### src/rtl/i2c_uart_bridge_ctrl_pkg.sv
// Shared definitions for the I2C-to-UART bridge: FSM encoding, ASCII line-ending bytes
// and the UART busy handshake timeout.
package bridge_pkg;

    typedef enum logic [2:0] {
        IDLE,
        WAIT_BUSY,
        WAIT_DONE,
        CR,
        LF
    } state_t;

    localparam logic [7:0] ASCII_CR     = 8'h0D;
    localparam logic [7:0] ASCII_LF     = 8'h0A;
    localparam int         BUSY_TIMEOUT = 4;

endpackage

### src/rtl/i2c_uart_bridge_ctrl_if.sv
// Bus bundle between the I2C slave / UART pair and the bridge sequencer.
// The slave modport is the bridge side; the master modport is the environment side.
interface i2c_uart_bridge_ctrl_if #(
    parameter int FIFO_DEPTH = 8
);
    logic                          i_byte_valid;
    logic [7:0]                    i_byte;
    logic                          i_stop_det;
    logic                          i_tx_busy;
    logic                          i_clr_ovf;
    logic [7:0]                    o_tx_data;
    logic                          o_tx_start;
    logic                          o_overflow;
    logic [$clog2(FIFO_DEPTH):0]   o_fifo_level;
    logic                          o_idle;

    modport master (
        output i_byte_valid, i_byte, i_stop_det, i_tx_busy, i_clr_ovf,
        input  o_tx_data, o_tx_start, o_overflow, o_fifo_level, o_idle
    );

    modport slave (
        input  i_byte_valid, i_byte, i_stop_det, i_tx_busy, i_clr_ovf,
        output o_tx_data, o_tx_start, o_overflow, o_fifo_level, o_idle
    );
endinterface

### src/rtl/i2c_uart_bridge_ctrl_sync_edge_detect.sv
// Multi-flop synchronizer for an asynchronous level, followed by a rising-edge
// detector that emits a single-cycle pulse in the clk domain.
module sync_edge_detect #(
    parameter int SYNC_STAGES = 2
) (
    input  logic clk,
    input  logic rst_n,
    input  logic level,
    output logic pulse
);
    logic [SYNC_STAGES-1:0] sync_q;
    logic                   prev_q;

    // NOTE: state is updated with non-blocking assignments so every flop samples
    // the pre-edge value of its neighbour; blocking here would collapse the chain.
    always_ff @(posedge clk or negedge rst_n) begin
        if (!rst_n) begin
            sync_q <= '0;
            prev_q <= 1'b0;
        end else begin
            sync_q <= {sync_q[SYNC_STAGES-2:0], level};
            prev_q <= sync_q[SYNC_STAGES-1];
        end
    end

    assign pulse = sync_q[SYNC_STAGES-1] & ~prev_q;

endmodule

### src/rtl/i2c_uart_bridge_ctrl.sv
// Bridge sequencer: synchronizes I2C byte/STOP events, queues bytes in an inline FIFO and
// paces one UART start per byte. Define BRIDGE_CRLF_EN to append CR/LF after each STOP.
module i2c_uart_bridge_ctrl
    import bridge_pkg::*;
#(
    parameter int FIFO_DEPTH  = 8,
    parameter int SYNC_STAGES = 2
) (
    input logic                   i_CLK,
    input logic                   i_RST_N,
    i2c_uart_bridge_ctrl_if.slave bus
);
    localparam int PW = $clog2(FIFO_DEPTH) + 1;
    localparam int AW = PW - 1;

    logic          byte_evt, stop_evt;
    logic [7:0]    mem [FIFO_DEPTH];
    logic [PW-1:0] wr_ptr, rd_ptr, level_q;
    logic          full, empty, push, pop, drop;
    logic          launch, tx_start_q, overflow_q, tmo_hit, tx_done;
    logic [7:0]    launch_data, tx_data_q;
    logic [2:0]    tmo_cnt;
    state_t        state, state_nx, ret_state;

    sync_edge_detect #(.SYNC_STAGES(SYNC_STAGES)) u_sync_byte (
        .clk(i_CLK), .rst_n(i_RST_N), .level(bus.i_byte_valid), .pulse(byte_evt)
    );
    sync_edge_detect #(.SYNC_STAGES(SYNC_STAGES)) u_sync_stop (
        .clk(i_CLK), .rst_n(i_RST_N), .level(bus.i_stop_det), .pulse(stop_evt)
    );

    assign empty = (wr_ptr == rd_ptr);
    assign full  = (wr_ptr[AW] != rd_ptr[AW]) && (wr_ptr[AW-1:0] == rd_ptr[AW-1:0]);
    // A full FIFO still accepts a byte when the head leaves in the same cycle.
    assign push  = byte_evt && (!full || pop);
    assign drop  = byte_evt && full && !pop;

    // NOTE: the storage array has no reset; resetting the pointers already empties
    // the FIFO, and a reset on the array would prevent a plain RAM mapping.
    always_ff @(posedge i_CLK) begin
        if (push) mem[wr_ptr[AW-1:0]] <= bus.i_byte;
    end

    always_ff @(posedge i_CLK or negedge i_RST_N) begin
        if (!i_RST_N) begin
            wr_ptr     <= '0;
            rd_ptr     <= '0;
            level_q    <= '0;
            overflow_q <= 1'b0;
        end else begin
            wr_ptr  <= wr_ptr + PW'(push);
            rd_ptr  <= rd_ptr + PW'(pop);
            level_q <= (wr_ptr + PW'(push)) - (rd_ptr + PW'(pop));
            if (drop)               overflow_q <= 1'b1;
            else if (bus.i_clr_ovf) overflow_q <= 1'b0;
        end
    end

    assign tmo_hit = (state == WAIT_BUSY) && !bus.i_tx_busy
                     && (tmo_cnt == 3'(BUSY_TIMEOUT - 1));
    assign tx_done = tmo_hit || ((state == WAIT_DONE) && !bus.i_tx_busy);

`ifdef BRIDGE_CRLF_EN
    logic       pending_q;
    logic [1:0] step_q;

    // step_q: 0 = no line ending in flight, 1 = CR launched, 2 = LF launched.
    always_ff @(posedge i_CLK or negedge i_RST_N) begin
        if (!i_RST_N) begin
            pending_q <= 1'b0;
            step_q    <= 2'd0;
        end else begin
            if (stop_evt && !pending_q)          pending_q <= 1'b1;
            else if (tx_done && step_q == 2'd2)  pending_q <= 1'b0;
            if (state == CR && launch)           step_q <= 2'd1;
            else if (state == LF && launch)      step_q <= 2'd2;
            else if (tx_done && step_q == 2'd2)  step_q <= 2'd0;
        end
    end

    assign ret_state = (step_q == 2'd1) ? LF : IDLE;
`else
    logic unused_stop;
    assign unused_stop = stop_evt;
    assign ret_state   = IDLE;
`endif

    always_ff @(posedge i_CLK or negedge i_RST_N) begin
        if (!i_RST_N) begin
            state      <= IDLE;
            tmo_cnt    <= '0;
            tx_start_q <= 1'b0;
            tx_data_q  <= '0;
        end else begin
            state      <= state_nx;
            tmo_cnt    <= (state == WAIT_BUSY) ? tmo_cnt + 3'd1 : 3'd0;
            tx_start_q <= launch;
            if (launch) tx_data_q <= launch_data;
        end
    end

    // NOTE: every combinational output gets a default before the case so no path
    // leaves it unassigned, which would otherwise infer a latch.
    always_comb begin
        state_nx = state;
        case (state)
            IDLE: begin
                if (!bus.i_tx_busy) begin
                    if (!empty)         state_nx = WAIT_BUSY;
`ifdef BRIDGE_CRLF_EN
                    else if (pending_q) state_nx = CR;
`endif
                end
            end
            WAIT_BUSY: begin
                if (bus.i_tx_busy) state_nx = WAIT_DONE;
                else if (tmo_hit)  state_nx = ret_state;
            end
            WAIT_DONE: if (tx_done) state_nx = ret_state;
`ifdef BRIDGE_CRLF_EN
            CR, LF:    if (!bus.i_tx_busy) state_nx = WAIT_BUSY;
`endif
            default:   state_nx = IDLE;
        endcase
    end

    always_comb begin
        pop         = 1'b0;
        launch      = 1'b0;
        launch_data = mem[rd_ptr[AW-1:0]];
        case (state)
            IDLE: if (!bus.i_tx_busy && !empty) begin
                pop    = 1'b1;
                launch = 1'b1;
            end
`ifdef BRIDGE_CRLF_EN
            CR: if (!bus.i_tx_busy) begin
                launch      = 1'b1;
                launch_data = ASCII_CR;
            end
            LF: if (!bus.i_tx_busy) begin
                launch      = 1'b1;
                launch_data = ASCII_LF;
            end
`endif
            default: ;
        endcase
    end

    assign bus.o_tx_data    = tx_data_q;
    assign bus.o_tx_start   = tx_start_q;
    assign bus.o_overflow   = overflow_q;
    assign bus.o_fifo_level = level_q;
    assign bus.o_idle       = (state == IDLE) && empty;

endmodule

### src/flat_wrapper.sv
// flat-port wrapper written by rule: the top's interface ports become plain ports
module i2c_uart_bridge_ctrl_flat import bridge_pkg::*;
#(
    parameter int FIFO_DEPTH  = 8,
    parameter int SYNC_STAGES = 2
)
  (i_CLK, i_RST_N, bus_i_byte_valid, bus_i_byte, bus_i_stop_det, bus_i_tx_busy, bus_i_clr_ovf, bus_o_tx_data, bus_o_tx_start, bus_o_overflow, bus_o_fifo_level, bus_o_idle);
  i2c_uart_bridge_ctrl_if #(.FIFO_DEPTH(FIFO_DEPTH)) bus_i ();
  input logic i_CLK;
  input logic i_RST_N;
  input wire logic [$bits(bus_i.i_byte_valid)-1:0] bus_i_byte_valid;
  input wire logic [$bits(bus_i.i_byte)-1:0] bus_i_byte;
  input wire logic [$bits(bus_i.i_stop_det)-1:0] bus_i_stop_det;
  input wire logic [$bits(bus_i.i_tx_busy)-1:0] bus_i_tx_busy;
  input wire logic [$bits(bus_i.i_clr_ovf)-1:0] bus_i_clr_ovf;
  output wire logic [$bits(bus_i.o_tx_data)-1:0] bus_o_tx_data;
  output wire logic [$bits(bus_i.o_tx_start)-1:0] bus_o_tx_start;
  output wire logic [$bits(bus_i.o_overflow)-1:0] bus_o_overflow;
  output wire logic [$bits(bus_i.o_fifo_level)-1:0] bus_o_fifo_level;
  output wire logic [$bits(bus_i.o_idle)-1:0] bus_o_idle;
  assign bus_i.i_byte_valid = bus_i_byte_valid;
  assign bus_i.i_byte = bus_i_byte;
  assign bus_i.i_stop_det = bus_i_stop_det;
  assign bus_i.i_tx_busy = bus_i_tx_busy;
  assign bus_i.i_clr_ovf = bus_i_clr_ovf;
  assign bus_o_tx_data = bus_i.o_tx_data;
  assign bus_o_tx_start = bus_i.o_tx_start;
  assign bus_o_overflow = bus_i.o_overflow;
  assign bus_o_fifo_level = bus_i.o_fifo_level;
  assign bus_o_idle = bus_i.o_idle;
  i2c_uart_bridge_ctrl #(.FIFO_DEPTH(FIFO_DEPTH), .SYNC_STAGES(SYNC_STAGES)) u_core (.i_CLK(i_CLK), .i_RST_N(i_RST_N), .bus(bus_i));
endmodule
### config.mk
export PLATFORM = sky130hd
export DESIGN_NAME = i2c_uart_bridge_ctrl_flat
export DESIGN_NICKNAME = d
export VERILOG_FILES = /design/src/rtl/i2c_uart_bridge_ctrl_pkg.sv /design/src/rtl/i2c_uart_bridge_ctrl_if.sv /design/src/rtl/i2c_uart_bridge_ctrl_sync_edge_detect.sv /design/src/rtl/i2c_uart_bridge_ctrl.sv /design/src/flat_wrapper.sv
export SDC_FILE = /design/constraint.sdc
export NUM_CORES = 1
export LEC_CHECK = 0
export BUFFER_PORTS_ARGS = -buffer_cell sky130_fd_sc_hd__buf_2
export CAP_MARGIN = 5
export CORE_AREA = 3 3 101 103
export DETAILED_ROUTE_END_ITERATION = 16
export DIE_AREA = 0 0 104 106
export PLACE_DENSITY = 0.55
export SLEW_MARGIN = 20
export SYNTH_ARGS = -nofsm -noshare
export SYNTH_HDL_FRONTEND = slang
export SYNTH_SLANG_ARGS = --single-unit
### constraint.sdc
create_clock -name i_CLK -period 3.68 [get_ports i_CLK]
set_input_delay 0.736 -clock i_CLK [delete_from_list [all_inputs] [get_ports i_CLK]]
set_output_delay 0.736 -clock i_CLK [all_outputs]
set_load 0.02 [all_outputs]
==> Yosys cells after proc, flatten, opt, wreduce, memory -nomap -nowiden <==
Memories as Yosys holds them, arrays and structs flattened. A register that Yosys moved wholly into a read port is not among the register bits.
Index checks and enable logic that the tools add are counted.
{ "word_totals": {"ff_bits": 23, "mem_bits_rw": 64, "input_bits": 14, "out_inout_bits": 15, "elab_cells": 58, "memories": 1} }
{ "op_classes": {"add_sub_neg": 4, "n_eq_ne": 10, "n_mux": 13, "n_bitwise": 2, "reduce_logical": 19} }
{ "mem_list": {"columns": ["memory", "words", "width", "rd", "rd_ports_with_merged_regs", "wr", "line", "text"], "rows": [
  ["u_core.mem", 8, 8, 1, 1, 1, "i2c_uart_bridge_ctrl.sv:17", "logic [7:0] mem [FIFO_DEPTH];"]
]} }
{ "ops": {"columns": ["op", "count"], "rows": [
  ["2-to-1 mux 3 bit", 6],
  ["logical AND 1 bit", 9],
  ["one-hot mux 3 bit (3 select lines)", 1],
  ["adder 4 x 1 -> 4 bit", 2],
  ["equality test 3 x 2 -> 1 bit (second input constant)", 2],
  ["2-to-1 mux 1 bit", 6],
  ["logical NOT 1 bit", 5],
  ["equality test 4 bit", 1],
  ["!= test 2 bit (second input constant)", 2],
  ["AND reduction 4 bit", 1],
  ["subtractor 4 bit", 1],
  ["adder 3 x 1 -> 3 bit (second input constant)", 1],
  ["equality test 3 x 1 -> 1 bit (second input constant)", 1],
  ["equality test 3 bit", 1],
  ["logical NOT 3 bit", 1],
  ["!= test 3 x 2 -> 1 bit (second input constant)", 1],
  ["logical OR 1 bit", 2],
  ["!= test 2 x 1 -> 1 bit (second input constant)", 1],
  ["nonzero test 2 bit", 1],
  ["AND 1 bit", 1],
  ["!= test 1 bit", 1],
  ["inverter 1 bit", 1]
]} }

==> Depth between registers and ports, before layout <==
{ "logic_depth": {"depth_word": 9, "mapped_depth": 12} }

==> Hierarchy <==
Synthesis repeated with hierarchy kept, for this count alone.
{ "unflattened": {"cells_unflattened": 204, "hier_area_um2": 3738.6} }
{ "modules_own_cells": {"columns": ["module", "instances", "cells_each", "area_each_um2", "seq_area_each_um2"], "rows": [
  ["i2c_uart_bridge_ctrl", 1, 200, 3649.8, 2597.5],
  ["sync_edge_detect", 1, 4, 88.8, 75.1]
]} }

==> Worst setup path after synthesis <==
No wires, ideal clock.
{ "synth_path": {"kind": "register -> register", "start": "reg u_core.rd_ptr[1]", "end": "reg u_core.level_q[3] (netlist: u_core.bus.o_fifo_level[3])", "setup_ps": 135, "arrival_ps": 2888, "required_time_ps": 3545, "setup_slack_ps": 656, "stages_incl_launch_ff": 13, "path_cell_list": "dfrtp_1 > buf_6 > xor2_1 > o41ai_4 > buf_6 > inv_1 > ha_1 > ha_1 > inv_1 > ha_1 > a21o_1 > a21oi_1 > xor3_1"} }
{ "synth_via": {"elab_chain_len": 9, "elab_cells_between_ends": 13, "classes_between": "3 x add/sub; 2 x eq/ne; 2 x mux; 6 x reduce/logical"} }
{ "synth_lines": {"columns": ["element", "line", "text"], "rows": [
  ["start, declared", "i2c_uart_bridge_ctrl.sv:18", "logic [PW-1:0] wr_ptr, rd_ptr, level_q;"],
  ["start signal, assigned", "i2c_uart_bridge_ctrl.sv:52", "rd_ptr <= rd_ptr + PW'(pop);"],
  ["equality test 4 bit *", "i2c_uart_bridge_ctrl.sv:32", "assign empty = (wr_ptr == rd_ptr);"],
  ["logical NOT 1 bit *", null, null],
  ["logical AND 1 bit *", "i2c_uart_bridge_ctrl.sv:132", "IDLE: if (!bus.i_tx_busy && !empty) begin"],
  ["2-to-1 mux 1 bit * (2 in series)", null, null],
  ["via u_core.launch", "i2c_uart_bridge_ctrl.sv:20", "logic launch, tx_start_q, overflow_q, tmo_hit, tx_done;"],
  ["logical OR 1 bit", "i2c_uart_bridge_ctrl.sv:35", "assign push = byte_evt && (!full || pop);"],
  ["logical AND 1 bit", "i2c_uart_bridge_ctrl.sv:35", null],
  ["adder 4 x 1 -> 4 bit", "i2c_uart_bridge_ctrl.sv:53", "level_q <= (wr_ptr + PW'(push)) - (rd_ptr + PW'(pop));"],
  ["subtractor 4 bit *", "i2c_uart_bridge_ctrl.sv:53", null],
  ["end signal, assigned", "i2c_uart_bridge_ctrl.sv:53", null],
  ["end, declared", "i2c_uart_bridge_ctrl.sv:18", null]
]} }
Mark *: on every way through the listed nets, which the timed path passes. The rest lies on a longest branch.
A chain may end at the register's enable or synchronous reset.

==> Final worst setup path <==
{ "layout_path": {"start": "reg u_core.rd_ptr[1]", "end": "reg u_core.level_q[3] (netlist: u_core.bus.o_fifo_level[3])"} }
{ "layout_via": {"elab_chain_len": 9, "elab_cells_between_ends": 13, "classes_between": "3 x add/sub; 2 x eq/ne; 2 x mux; 6 x reduce/logical"} }
{ "layout_lines": {"columns": ["element", "line", "text"], "rows": [
  ["equality test 4 bit", "i2c_uart_bridge_ctrl.sv:32", null],
  ["logical NOT 1 bit", null, null],
  ["logical AND 1 bit", "i2c_uart_bridge_ctrl.sv:132", null],
  ["2-to-1 mux 1 bit", "i2c_uart_bridge_ctrl.sv:132", null],
  ["2-to-1 mux 1 bit", "i2c_uart_bridge_ctrl.sv:131", "case (state)"],
  ["logical OR 1 bit", "i2c_uart_bridge_ctrl.sv:35", null],
  ["logical AND 1 bit", "i2c_uart_bridge_ctrl.sv:35", null],
  ["adder 4 x 1 -> 4 bit", "i2c_uart_bridge_ctrl.sv:53", null],
  ["subtractor 4 bit *", "i2c_uart_bridge_ctrl.sv:53", null]
]} }
Every way passes the cells marked *; elsewhere a longest branch is shown, timed or not.

==> impl_metrics.ini <==
[floorplanning]
die_width_um = 104
dieArea_mm2 = 0.0110
num_io_pins = 29
num_rows = 35
start_util_pct = 40.3
die_height_um = 106
core-area_mm2 = 0.00928

[clocking]
cts-root-buf = sky130_fd_sc_hd__clkbuf_8
htree_num_levels = 3
hold_buffers = 0
cts_tree = done
cts_buffer_depth = 2
clk_pin_slew_worst_paths_ns = 0.09
tritoncts.num_buffers = 9
clkSinkCount = 94
clock_insertion_delay_worst_skew_ns = 0.36

[timing]
max_slew_margin_pct = 55.6
maxSlewViolCount = 0
worstMarginPinSlew_ns = 0.666
rsz0062_at_grt = no
hold_viol = 0
setup-violations-final = 0
final.setup_skew_ns = 0.0133
max_clock_freq_mhz = 339
finalCritPeriodShare_pct = 80.0
final.setup.tns_ns = 0
final.min_clock_period_ns = 2.95

[route]
drt_first_pass_iters = 4
number_of_vias_per_cell_after_detailed_routing = 4.75
wl_per_cell_um = 16.3
number_of_vias_in_the_routed_layout = 1823
drtIter0Drc = 47
drt_drc_violations_left = 0
ant_nets = 0
routed_wirelength_mm = 6.25

[critical_path]
cp_max_fo = 5
setup.reg_to_reg.worst_slack_ns = 0.73
worstSetupEndpointType = flop
startpoint_type = flop
critical_path_required_ns = 3.92
setup.worst_path.class = reg2reg
crit_arrival_ns = 3.18

[final_layout]
regArea_mm2 = 0.00267
layout.nets = 274
n_fill_cell = 826
final_design_area_no_fill_mm2 = 0.00428
multi_input_area_um2 = 980
drive_above_1_share_pct = 27.1
num_antenna_cells = 0
area_growth_pct = 14.4
postLayoutCoreUtil_pct = 46.1

[logic_synthesis]
synthesized_flop_and_latch_total = 94
syn_area_per_cell_um2 = 18.2
post_synth_num_cell_types = 30
yosys_warning_total = 0
syn-num-nets = 230
syn-cell-area_mm2 = 0.00374
postSynthCellCount = 206
sequential_area_share_after_synthesis_pct = 71.4

[place]
place.gp.congestion = 0.663
place_area_mm2 = 0.00408
port_buffers = 27
hpwlAfterDp_mm = 4.02

[grt]
global_route.overflow_total = 0
grt_pass1_wl_mm = 10.2
grt_start_max_net_pins = 31
grt_usage_pct = 12.4
number_of_antenna_violations_at_the_first_check_in_global_routing = 1
first_global_vias = 1856

[power_and_ir_drop]
vdd_ir_drop_max_mv = 0.284
leakage_uw = 0.00166
pwr_density_cell_mw_per_mm2 = 769
post-layout-total-power_uw = 3290

[job]
total_of_max_cap_violations = 0

[min_path]
timing.hold.worst.class = reg2reg

[outcome]
status = completed
-- cell usage after synthesis --
library cell	n	area share, %
sky130_fd_sc_hd__fa_1	1	0.53
sky130_fd_sc_hd__o211ai_1	2	0.40
sky130_fd_sc_hd__a21oi_1	1	0.13
sky130_fd_sc_hd__nand2b_1	5	0.84
sky130_fd_sc_hd__ha_1	9	3.0
sky130_fd_sc_hd__nand2_1	9	0.90
sky130_fd_sc_hd__o41ai_4	1	0.74
sky130_fd_sc_hd__a21boi_0	1	0.20
sky130_fd_sc_hd__buf_2	5	0.67
sky130_fd_sc_hd__inv_1	10	1.0
sky130_fd_sc_hd__nor2_1	11	1.1
sky130_fd_sc_hd__nor3_1	3	0.40
sky130_fd_sc_hd__edfxtp_1	64	51
sky130_fd_sc_hd__nor2b_1	1	0.17
sky130_fd_sc_hd__mux2i_1	8	2.1
sky130_fd_sc_hd__xor2_1	7	1.6
sky130_fd_sc_hd__or3_4	1	0.30
sky130_fd_sc_hd__buf_6	2	0.60
sky130_fd_sc_hd__o21ai_0	8	1.1
sky130_fd_sc_hd__mux4_1	6	4.2
sky130_fd_sc_hd__o32ai_1	1	0.23
sky130_fd_sc_hd__o31ai_1	2	0.40
sky130_fd_sc_hd__a21o_1	1	0.20
sky130_fd_sc_hd__mux4_2	10	6.0
sky130_fd_sc_hd__buf_4	1	0.20
sky130_fd_sc_hd__dfrtp_1	30	20
sky130_fd_sc_hd__nand3_1	2	0.27
sky130_fd_sc_hd__xor3_1	1	0.63
sky130_fd_sc_hd__xnor2_1	2	0.47
sky130_fd_sc_hd__nor4_1	1	0.17
-- where the power goes --
part	internal (uW)	switching (uW)
clock	259	375
sequential	1340	86.3
combinational	557	680
-- layer usage --
metal | global-route usage, % | vias to the layer above | routed length [um]
met3 | 4.86 | 6 | 363
met2 | 20.0 | 41 | 2950
met4 | 3.13 | 2 | 48
met5 | 0 | - | 13
met1 | 15.8 | 902 | 2870
li1 | - | 872 | -
-- final cells by class --
cell class	count	area share, %
clock inverter	7	1.58
multi-input combinational	94	22.9
timing repair buffer	41	5.61
sequential	94	62.4
inverter	10	0.876
tap	129	3.77
clock buffer	9	2.89
-- state kept, by name (all words and copies together) (netlist names) --
name	count
u_core.bus.o_tx_data	8
u_core.u_sync_byte.sync_q	2
u_core.state	2
u_core.mem	64
u_core.bus.o_overflow	1
u_core.rd_ptr	4
u_core.tmo_cnt	3
u_core.bus.o_tx_start	1
u_core.wr_ptr	4
u_core.u_sync_byte.prev_q	1
u_core.bus.o_fifo_level	4
-- stage by stage --
stage,hold slack [ns],cells,setup WS (ns)
2_1_floorplan,0.331,206,0.656
3_3_place_gp,0.342,367,0.280
3_5_place_dp,0.338,367,0.257
4_1_cts,0.373,383,0.250
5_1_grt,0.387,384,0.519
6_report,0.367,384,0.734
-- timing repair --
item                                   CTS  global route
endpoints found under the hold margin    0             0
setup endpoints to repair                0             1
setup buffers                            0             1
resized for setup                        0             0
-- layout by cell type (no fill, tap or decap), types with 2 or more instances in the layout --
master / netlist / routed
sky130_fd_sc_hd__buf_2: 5 / 27
sky130_fd_sc_hd__buf_4: 1 / 14
sky130_fd_sc_hd__clkbuf_8: 0 / 9
sky130_fd_sc_hd__clkinv_4: 0 / 3
sky130_fd_sc_hd__dfrtp_1: 30 / 30
sky130_fd_sc_hd__edfxtp_1: 64 / 64
sky130_fd_sc_hd__ha_1: 9 / 9
sky130_fd_sc_hd__inv_1: 10 / 10
sky130_fd_sc_hd__inv_6: 0 / 2
sky130_fd_sc_hd__mux2i_1: 8 / 8
sky130_fd_sc_hd__mux4_1: 6 / 6
sky130_fd_sc_hd__mux4_2: 10 / 10
sky130_fd_sc_hd__nand2_1: 9 / 9
sky130_fd_sc_hd__nand2b_1: 5 / 5
sky130_fd_sc_hd__nand3_1: 2 / 2
sky130_fd_sc_hd__nor2_1: 11 / 11
sky130_fd_sc_hd__nor3_1: 3 / 3
sky130_fd_sc_hd__o211ai_1: 2 / 2
sky130_fd_sc_hd__o21ai_0: 8 / 8
sky130_fd_sc_hd__o31ai_1: 2 / 2
sky130_fd_sc_hd__xnor2_1: 2 / 2
sky130_fd_sc_hd__xor2_1: 7 / 7
-- final timing paths --
kind	start	to	depth (start not counted)
worst max register to register	u_core.rd_ptr[1]	u_core.bus.o_fifo_level[3]	10
worst min register to register	u_core.u_sync_byte.sync_q[0]	u_core.u_sync_byte.sync_q[1]	0
max in group asynchronous	i_RST_N	u_core.state[0]	1
worst max-delay path	u_core.rd_ptr[1]	u_core.bus.o_fifo_level[3]	10
worst min-delay path	u_core.u_sync_byte.sync_q[0]	u_core.u_sync_byte.sync_q[1]	0
min in group asynchronous	i_RST_N	u_core.bus.o_tx_data[6]	1
-- worst max-delay path: stages (launching register included) --
cell and delay, ns:
sky130_fd_sc_hd__dfrtp_1 0.40, sky130_fd_sc_hd__xor2_1 0.21, sky130_fd_sc_hd__or3_4 0.44, sky130_fd_sc_hd__nor2_1 0.12
sky130_fd_sc_hd__nor2_1 0.07, sky130_fd_sc_hd__ha_1 0.20, sky130_fd_sc_hd__ha_1 0.33, sky130_fd_sc_hd__ha_1 0.31
sky130_fd_sc_hd__a21o_1 0.15, sky130_fd_sc_hd__a21oi_1 0.19, sky130_fd_sc_hd__xor3_1 0.43
-- kinds of logic after synthesis --
family | Yosys count | share of synthesized area (%)
AOI/OAI and AO/OA | 17 | 3.37
xor gates and xnor gates | 10 | 2.74
adders and majority gates | 10 | 3.54
buffers and inverters | 18 | 2.47
DFF | 94 | 71.4
muxes | 24 | 12.4
and+or+nand+nor | 33 | 4.14
(Power assumes the default switching activity.)
